--- src/rtl/mips_pkg.sv ---
// Shared types for the MIPS-style datapath blocks.
// Holds the HI/LO unit opcodes, its FSM states and the data width.
package mips_pkg;
  localparam int DATA_W = 16;

  typedef enum logic [1:0] {
    MD_MULTU = 2'b00,
    MD_MULT  = 2'b01,
    MD_DIVU  = 2'b10,
    MD_DIV   = 2'b11
  } md_op_t;

  typedef enum logic [1:0] {
    MD_IDLE = 2'b00,
    MD_RUN  = 2'b01,
    MD_FIX  = 2'b10,
    MD_DONE = 2'b11
  } md_state_t;
endpackage

--- src/rtl/md_step.sv ---
// One radix-2 iteration of the multiply/divide datapath, purely combinational.
// Multiply: shift-add on {hi,lo}. Divide: restoring shift-subtract, quotient bits shift into lo.
module md_step #(
  parameter int WIDTH = 16
) (
  input  logic [WIDTH-1:0] hi_i,
  input  logic [WIDTH-1:0] lo_i,
  input  logic [WIDTH-1:0] opnd_i,
  input  logic             div_i,
  output logic [WIDTH-1:0] hi_o,
  output logic [WIDTH-1:0] lo_o
);
  logic [WIDTH:0]   sum;
  logic [WIDTH:0]   shl;
  logic [WIDTH-1:0] diff;
  logic             ge;

  always_comb begin
    sum  = {1'b0, hi_i} + (lo_i[0] ? {1'b0, opnd_i} : '0);
    shl  = {hi_i, lo_i[WIDTH-1]};
    ge   = (shl >= {1'b0, opnd_i});
    // When ge holds the true difference is below the divisor, so WIDTH bits suffice.
    diff = shl[WIDTH-1:0] - opnd_i;
    if (div_i) begin
      hi_o = ge ? diff : shl[WIDTH-1:0];
      lo_o = {lo_i[WIDTH-2:0], ge};
    end else begin
      hi_o = sum[WIDTH:1];
      lo_o = {sum[0], lo_i[WIDTH-1:1]};
    end
  end
endmodule

--- src/rtl/mult_div_unit.sv ---
// Iterative MULT/MULTU/DIV/DIVU unit with HI/LO result registers.
// Operates on magnitudes during RUN and applies sign correction once in FIX.
module mult_div_unit
  import mips_pkg::*;
#(
  parameter int WIDTH = DATA_W
) (
  input  logic             clk,
  input  logic             rst_n,
  input  logic             Start,
  input  logic [1:0]       Op,
  input  logic [WIDTH-1:0] OperandA,
  input  logic [WIDTH-1:0] OperandB,
  output logic             Busy,
  output logic             Done,
  output logic             DivByZero,
  output logic [WIDTH-1:0] Hi,
  output logic [WIDTH-1:0] Lo
);
  localparam int CNT_W = $clog2(WIDTH) + 1;

  md_state_t        state_q, state_d;
  md_op_t           op_q, op_d;
  logic [CNT_W-1:0] cnt_q, cnt_d;
  logic             sa_q, sa_d, sb_q, sb_d, bz_q, bz_d, dbz_q, dbz_d;
  logic [WIDTH-1:0] acc_q, acc_d, wrk_q, wrk_d, opnd_q, opnd_d;
  logic [WIDTH-1:0] hi_q, hi_d, lo_q, lo_d;

  logic [WIDTH-1:0]   step_hi, step_lo, mag_a, mag_b, q_neg, r_neg;
  logic [2*WIDTH-1:0] prod, prod_neg;
  logic               a_neg, b_neg, accept;

  md_step #(.WIDTH(WIDTH)) u_step (
    .hi_i  (acc_q),
    .lo_i  (wrk_q),
    .opnd_i(opnd_q),
    .div_i (op_q[1]),
    .hi_o  (step_hi),
    .lo_o  (step_lo)
  );

  assign a_neg    = Op[0] & OperandA[WIDTH-1];
  assign b_neg    = Op[0] & OperandB[WIDTH-1];
  assign mag_a    = a_neg ? -OperandA : OperandA;
  assign mag_b    = b_neg ? -OperandB : OperandB;
  assign accept   = Start && (state_q == MD_IDLE || state_q == MD_DONE);
  assign prod     = {acc_q, wrk_q};
  assign prod_neg = -prod;
  assign q_neg    = -wrk_q;
  assign r_neg    = -acc_q;

  always_comb begin
    state_d = state_q;
    op_d    = op_q;
    cnt_d   = cnt_q;
    sa_d    = sa_q;
    sb_d    = sb_q;
    bz_d    = bz_q;
    dbz_d   = dbz_q;
    acc_d   = acc_q;
    wrk_d   = wrk_q;
    opnd_d  = opnd_q;
    hi_d    = hi_q;
    lo_d    = lo_q;
    case (state_q)
      MD_RUN: begin
        acc_d = step_hi;
        wrk_d = step_lo;
        cnt_d = cnt_q - CNT_W'(1);
        if (cnt_q == CNT_W'(1)) state_d = MD_FIX;
      end
      MD_FIX: begin
        state_d = MD_DONE;
        dbz_d   = op_q[1] & bz_q;
        if (!op_q[1]) begin
          {hi_d, lo_d} = (sa_q ^ sb_q) ? prod_neg : prod;
        end else if (bz_q) begin
          // A zero divisor leaves |A| in the remainder; restoring its sign yields A as captured.
          lo_d = '1;
          hi_d = sa_q ? r_neg : acc_q;
        end else begin
          lo_d = (sa_q ^ sb_q) ? q_neg : wrk_q;
          hi_d = sa_q ? r_neg : acc_q;
        end
      end
      MD_DONE: state_d = MD_IDLE;
      default: ;
    endcase
    if (accept) begin
      state_d = MD_RUN;
      op_d    = md_op_t'(Op);
      cnt_d   = CNT_W'(WIDTH);
      sa_d    = a_neg;
      sb_d    = b_neg;
      bz_d    = (OperandB == '0);
      acc_d   = '0;
      wrk_d   = Op[1] ? mag_a : mag_b;
      opnd_d  = Op[1] ? mag_b : mag_a;
    end
  end

  always_ff @(posedge clk or negedge rst_n) begin
    if (!rst_n) begin
      state_q <= MD_IDLE;
      op_q    <= MD_MULTU;
      cnt_q   <= '0;
      sa_q    <= 1'b0;
      sb_q    <= 1'b0;
      bz_q    <= 1'b0;
      dbz_q   <= 1'b0;
      acc_q   <= '0;
      wrk_q   <= '0;
      opnd_q  <= '0;
      hi_q    <= '0;
      lo_q    <= '0;
    end else begin
      state_q <= state_d;
      op_q    <= op_d;
      cnt_q   <= cnt_d;
      sa_q    <= sa_d;
      sb_q    <= sb_d;
      bz_q    <= bz_d;
      dbz_q   <= dbz_d;
      acc_q   <= acc_d;
      wrk_q   <= wrk_d;
      opnd_q  <= opnd_d;
      hi_q    <= hi_d;
      lo_q    <= lo_d;
    end
  end

  assign Busy      = (state_q == MD_RUN) || (state_q == MD_FIX);
  assign Done      = (state_q == MD_DONE);
  assign DivByZero = dbz_q;
  assign Hi        = hi_q;
  assign Lo        = lo_q;
endmodule

--- config.mk ---
export PLATFORM = sky130hd
export DESIGN_NAME = mult_div_unit
export DESIGN_NICKNAME = d
export VERILOG_FILES = /design/src/rtl/mips_pkg.sv /design/src/rtl/md_step.sv /design/src/rtl/mult_div_unit.sv
export SDC_FILE = /design/constraint.sdc
export NUM_CORES = 1
export LEC_CHECK = 0
export BUFFER_PORTS_ARGS = -buffer_cell sky130_fd_sc_hd__clkbuf_2
export CAP_MARGIN = 20
export CORE_MARGIN = 4
export CORE_UTILIZATION = 60
export CTS_CLUSTER_DIAMETER = 60
export DETAILED_ROUTE_END_ITERATION = 6
export GPL_ROUTABILITY_DRIVEN = 0
export HOLD_SLACK_MARGIN = 0.08
export PLACE_DENSITY = 0.81
export SYNTH_ARGS = -nofsm -noshare
export SYNTH_HDL_FRONTEND = slang
export SYNTH_SLANG_ARGS = --single-unit
--- constraint.sdc ---
create_clock -name clk -period 4.4 [get_ports clk]
set_input_delay 0 -clock clk [delete_from_list [all_inputs] [get_ports clk]]
set_output_delay 0 -clock clk [all_outputs]
set_load 0.05 [all_outputs]
# [After elaboration in Yosys (flattened, before gate mapping)]
# Index checks and enable logic that the tools add are counted.
[word_totals] reg_bits=93 latch_bits=0 ram_bits=0 mem_bits_ro=0 n_memories=0 inputBits=37
[classes] eq_ne=5 n_shift=0 magnitude_cmp=1 n_mul=0 reduce_logical=8 mux=23 n_div=0 bitwise=4 n_addsub=8
[ops] cell="2-to-1 mux 16 bit" n=17
[ops] cell="negation 16 bit" n=4
[ops] cell="2-to-1 mux 32 bit" n=1
[ops] cell="negation 32 bit" n=1
[ops] cell="adder 16 x 17 -> 17 bit" n=1
[ops] cell=">= comparator 17 x 16 -> 1 bit" n=1
[ops] cell="logical NOT 16 bit" n=1
[ops] cell="subtractor 16 bit" n=1
[ops] cell="2-to-1 mux 5 bit" n=2
[ops] cell="one-hot mux 2 bit (3 select lines)" n=1
[ops] cell="equality test 5 x 1 -> 1 bit (second input constant)" n=1
[ops] cell="subtractor 5 x 1 -> 5 bit (second input constant)" n=1
[ops] cell="equality test 2 bit (second input constant)" n=2
[ops] cell="2-to-1 mux 2 bit" n=2
[ops] cell="nonzero test 4 bit" n=1
[ops] cell="bitwise AND 1 bit" n=3
[ops] cell="!= test 3 bit (second input constant)" n=1
[ops] cell="equality test 2 x 1 -> 1 bit (second input constant)" n=1
[ops] cell="logical NOT 2 bit" n=1
[ops] cell="logical OR 1 bit" n=2
[ops] cell="AND reduction 2 bit" n=1
[ops] cell="nonzero test 2 bit" n=1
[ops] cell="logical AND 1 bit" n=1
[ops] cell="XOR 1 bit" n=1

# [Logic depth before layout (Yosys ltp)]
[logic_depth] word_depth=5 depth_mapped=11 depth_no_buf=11

# [Hierarchy]
# From an unflattened synthesis, not the netlist that was laid out.
[unflattened] hier_cells=905 area_unflattened_um2=7776.2
[by_module_without_submodules] module="mult_div_unit" instances=1 area_per_inst_um2=5469.0 cells_each=579
[by_module_without_submodules] module="md_step" instances=1 area_per_inst_um2=2307.2 cells_each=326

# [Least setup slack after synthesis]
# OpenSTA, ideal clock, no wires.
[synth_path] path_kind="register to register" startpoint="reg wrk_q[15]" endpoint="reg acc_q[12]" t_arrival_ps=2539 n_path_buf=0 stages_incl_launch_ff=12 slack_ps=1738 period_less_slack_ps=2662 cell_sequence="dfrtp_1 > inv_1 > ha_1 > inv_1 > fa_1 > a21o_1 > a22o_1 > o211ai_1 > a21oi_1 > or3_1 > a31o_2 > o221a_2"
[synth_via] elab_chain_cells=5 word_cells_on_any_way=6
[synth_rtl] item="start, declared" line="mult_div_unit.sv:26" rtl="logic [WIDTH-1:0] acc_q, acc_d, wrk_q, wrk_d, opnd_q, opnd_d;"
[synth_rtl] item="start signal, assigned" line="mult_div_unit.sv:125" rtl="wrk_q <= wrk_d;"
[synth_rtl] item="subtractor 16 bit or >= comparator 17 x 16 -> 1 bit (tied branches)" line="md_step.sv:23, md_step.sv:21"
[synth_rtl] item="2-to-1 mux 16 bit *" line="md_step.sv:25" rtl="hi_o = ge ? diff : shl[WIDTH-1:0];"
[synth_rtl] item="2-to-1 mux 16 bit *" line="md_step.sv:24" rtl="if (div_i) begin"
[synth_rtl] item="2-to-1 mux 16 bit *" line="mult_div_unit.sv:65" rtl="case (state_q)"
[synth_rtl] item="2-to-1 mux 16 bit *" line="mult_div_unit.sv:89" rtl="if (accept) begin"
[synth_rtl] item="end signal, assigned" line="mult_div_unit.sv:111" rtl="acc_q <= '0;"
[synth_rtl] item="end signal, assigned" line="mult_div_unit.sv:124" rtl="acc_q <= acc_d;"
[synth_rtl] item="end, declared" line="mult_div_unit.sv:26"
# Every way passes the cells marked *; elsewhere a longest branch is shown, timed or not. The select of a mux whose other input is x is not followed.
# A chain may end at the register's enable or synchronous reset.

# [Worst setup path after layout]
[layout_path] startpoint="reg acc_q[0]" endpoint="reg acc_q[15]"
[layout_via] elab_chain_cells=5 word_cells_on_any_way=7
[layout_rtl] item="subtractor 16 bit or >= comparator 17 x 16 -> 1 bit (tied branches)" line="md_step.sv:23, md_step.sv:21"
[layout_rtl] item="2-to-1 mux 16 bit" line="md_step.sv:25"
[layout_rtl] item="2-to-1 mux 16 bit *" line="md_step.sv:24"
[layout_rtl] item="2-to-1 mux 16 bit *" line="mult_div_unit.sv:65"
[layout_rtl] item="2-to-1 mux 16 bit *" line="mult_div_unit.sv:89"
# Marked as above.

==> results.py <==
metrics = {
    "drt": {
        "routed_wl_mm": 20.1,
        "drtPass1Iterations": 5,
        "via_per_inst": 6.14,
        "drt_iter0_drc": 784,
        "wl_per_cell_microns": 17.3,
        "vias": 7128,
        "detail-route-antenna-nets": 0,
        "drc": 0,
    },
    "place": {
        "portBuffers": 71,
        "dp.final_hpwl_mm": 14.8,
    },
    "synth": {
        "ys_seq_area_share_pct": 30.8,
        "syn-cell-area_sq_um": 7480,
        "ys_ff_latch": 92,
        "syn_inst": 939,
        "ys_async_sr_fraction_pct": 100,
        "synth_nets": 1021,
        "synth_flop_cell": "dfrtp_1",
        "synthSimpleGateAreaFrac_pct": 19.6,
        "synth_top_family_by_area": "compound AO/OA/AOI/OAI gates",
        "yosys.area_share.adder_pct": 7.73,
        "yosys.area.top_type": "dfrtp_1",
        "synth_xor_area_share_pct": 9.84,
        "synth_edf_count": 0,
        "synth-compound-area-share_pct": 23.6,
        "ys_warn_count": 0,
        "muxShareOfSynthArea_pct": 3.40,
        "syn_avg_cell_area_sq_um": 7.97,
        "synth_top_area_share_pct": 30.8,
        "yosysUniqueCellTypes": 70,
        "synth_area_leaders": "dfrtp_1 31%, ha_1 7.2%, xnor2_1 6.8%",
    },
    "timing": {
        "period_minus_slack_ps": 3340,
        "timing.setup.tns_ps": 0,
        "rsz0062_at_grt": "false",
        "worst-slew-pin-transition_ps": 1060,
        "fmax_mhz": 299,
        "finalCritPeriodShare_pct": 76.0,
        "skew_ps": 12.6,
        "hold_violations": 0,
        "setup_viol": 0,
        "slew_headroom_pct": 29.2,
        "slew_viol_final": 0,
    },
    "cts": {
        "clkSinkCount": 92,
        "cts_setup_buffers": 0,
        "tritoncts": "done",
        "cts.reportedPaths.clkPinSlew_ps": 70,
        "cts_resized": 0,
        "cts_buffers": 9,
        "root_buffer": "clkbuf_16",
        "htree_levels": 3,
        "cts_hold_buf": 7,
        "ctsLongestPathBuffers": 2,
        "clk_latency_ps": 360,
    },
    "critical_path": {
        "slowest_delay_ps": 880,
        "reg2reg_slack_ps": 1060,
        "start_kind": "flip-flop",
        "critPathCapture": "acc_q[15]",
        "cp-end-kind": "flip-flop",
        "timing.rr.start": "acc_q[0]",
        "r2r_cells": 8,
        "r2r-end": "acc_q[15]",
        "path_cells": "ha_1, nor2b_1, o31ai_1, a211oi_1, o2111ai_1, nand2_2, a211oi_1, o41ai_1",
        "startpoint": "acc_q[0]",
        "cp.required_ps": 4620,
        "crit_slowest_cell": "o2111ai_1",
        "crit_path_max_fanout": 11,
        "critPathArrivalTime_ps": 3570,
        "crit_type": "flip-flop to flip-flop",
        "cpMostUsedCell": "a211oi_1",
    },
    "finish": {
        "area_growth_syn_to_layout_pct": 11.2,
        "antenna_cells": 0,
        "nets": 1069,
        "drive_above_1_share_pct": 11.7,
    },
    "die": {
        "die_area_sq_um": 14300,
        "die_h_microns": 120,
        "rows": 40,
        "initial_core_util_pct": 61.8,
        "die_x_microns": 120,
        "core-area_sq_um": 12100,
        "ios": 72,
    },
    "global_route": {
        "grt_pass1_vias": 6595,
        "grt_max_degree": 55,
        "grt_pass1_wl_mm": 32.7,
        "gr-total-overflow": 0,
        "grtUsageTotal_pct": 28.0,
        "antenna_found_initial": 0,
    },
    "job": {
        "maxCapViolations": 0,
    },
    "worst_hold_path": {
        "hold_path.class": "input pin to flip-flop",
    },
    "status": {
        "outcome": "completed",
    },
}
flip-flops by register name, summed over array words and instances, names as in the netlist:
register and flops:
op_q 1, cnt_q 5, opnd_q 16, Hi 16, Lo 16, DivByZero 1, sa_q 1, acc_q 16
sb_q 1, wrk_q 16, state_q 2, bz_q 1
synthesized netlist by cell type, types with 4 or more instances:
cell       instances
nand2_1           75
nor4_1            10
o2111ai_1          4
nor2_1           122
o21a_1             4
o31ai_1            7
a31oi_1           20
inv_1             48
nand3_1           19
or3_1              7
xor2_1            26
nor3_1            23
o211ai_1          32
a211oi_1          12
mux2i_1           22
nand4_1            6
and3_1             9
nor2b_1            6
dfrtp_1           92
buf_1              6
and2_1             7
o41ai_1            6
a21o_1             8
a21oi_1           83
clkbuf_1          38
o21ai_1            6
buf_2              4
xnor2_1           58
o21ai_0           73
ha_1              43
stage by stage:
stage / cell area, sq um / setup slack [ps] / cells / hold WS, ps / utilization (%)
after floorplan: 7480 / 1740 / 939 / -296 / -
after global placement: 7910 / 1250 / 1136 / 40.7 / 65.3
after detailed placement: 7910 / 1180 / 1136 / 45.3 / 65.3
after CTS: 8310 / 1150 / 1159 / 83.3 / 68.6
after global routing: 8320 / 841 / 1160 / 121 / 68.7
final: 8320 / 1060 / 1160 / 86.1 / 68.7
worst min-delay path by stage:
stage / start / endpoint / cells after the start
2_1_floorplan: rst_n / DivByZero / 0
3_3_place_gp: rst_n / acc_q[11] / 1
3_5_place_dp: rst_n / acc_q[11] / 1
4_1_cts: OperandA[14] / wrk_q[14] / 4
5_1_grt: OperandA[14] / opnd_q[14] / 4
6_report: OperandA[14] / wrk_q[14] / 4
kinds of logic (layout without fill, tap and decap cells):
logic type	count (synthesis)	count (layout)
AOI/OAI and AO/OA	285	285
xor gates and xnor gates	84	84
adders and majority gates	45	45
buffers and inverters	98	151
DFF	92	92
muxes	25	25
and+or+nand+nor	310	310
per-layer routing:
metal,up-vias,global-route usage [%],part of all wire (%)
met5,-,0,0
met1,3287,40.5,45
li1,3464,-,-
met3,56,5.37,8.8
met2,321,41.8,43
met4,0,10.5,3.2
worst max-delay path, delay by kind of cell, from the launching register on:
kind | cells | cell delay, ps
flops | 1 | 480
simple gates | 2 | 490
fa+ha+maj | 1 | 350
compound gates | 5 | 1880
cells in the final DEF (no fill, tap or decap), types with 4 or more instances in the layout:
cell type | netlist | layout
clkbuf_16 | 0 | 9
inv_1 | 48 | 48
a31oi_1 | 20 | 20
xor2_1 | 26 | 26
dlygate4sd3_1 | 0 | 7
o2111ai_1 | 4 | 4
dfrtp_1 | 92 | 92
nor2_1 | 122 | 122
nand3_1 | 19 | 19
a21o_1 | 8 | 8
clkbuf_2 | 0 | 70
nor4_1 | 10 | 10
nor2b_1 | 6 | 6
ha_1 | 43 | 41
and2_1 | 7 | 7
mux2i_1 | 22 | 22
o21ai_1 | 6 | 6
xnor2_1 | 58 | 58
nand4_1 | 6 | 6
o21a_1 | 4 | 4
o31ai_1 | 7 | 7
o21ai_0 | 73 | 73
o41ai_1 | 6 | 6
nor3_1 | 23 | 23
nand2_1 | 75 | 75
and3_1 | 9 | 9
buf_4 | 0 | 9
a21oi_1 | 83 | 83
o211ai_1 | 32 | 32
or3_1 | 7 | 7
a211oi_1 | 12 | 12
layout make-up:
| cell class | instances | area [sq um] |
|---|---|---|
| Multi-Input combinational cell | 749 | 4800 |
| Fill cell | 1026 | 3790 |
| Sequential cell | 92 | 2300 |
| Timing Repair Buffer | 86 | 488 |
| Clock buffer | 9 | 225 |
| Tap cell | 168 | 210 |
| Inverter | 49 | 184 |
| Clock inverter | 7 | 105 |
Power is left out: the tool's default activity adds up to more than one toggle a clock period on the data nets, which glitch-free logic cannot reach.
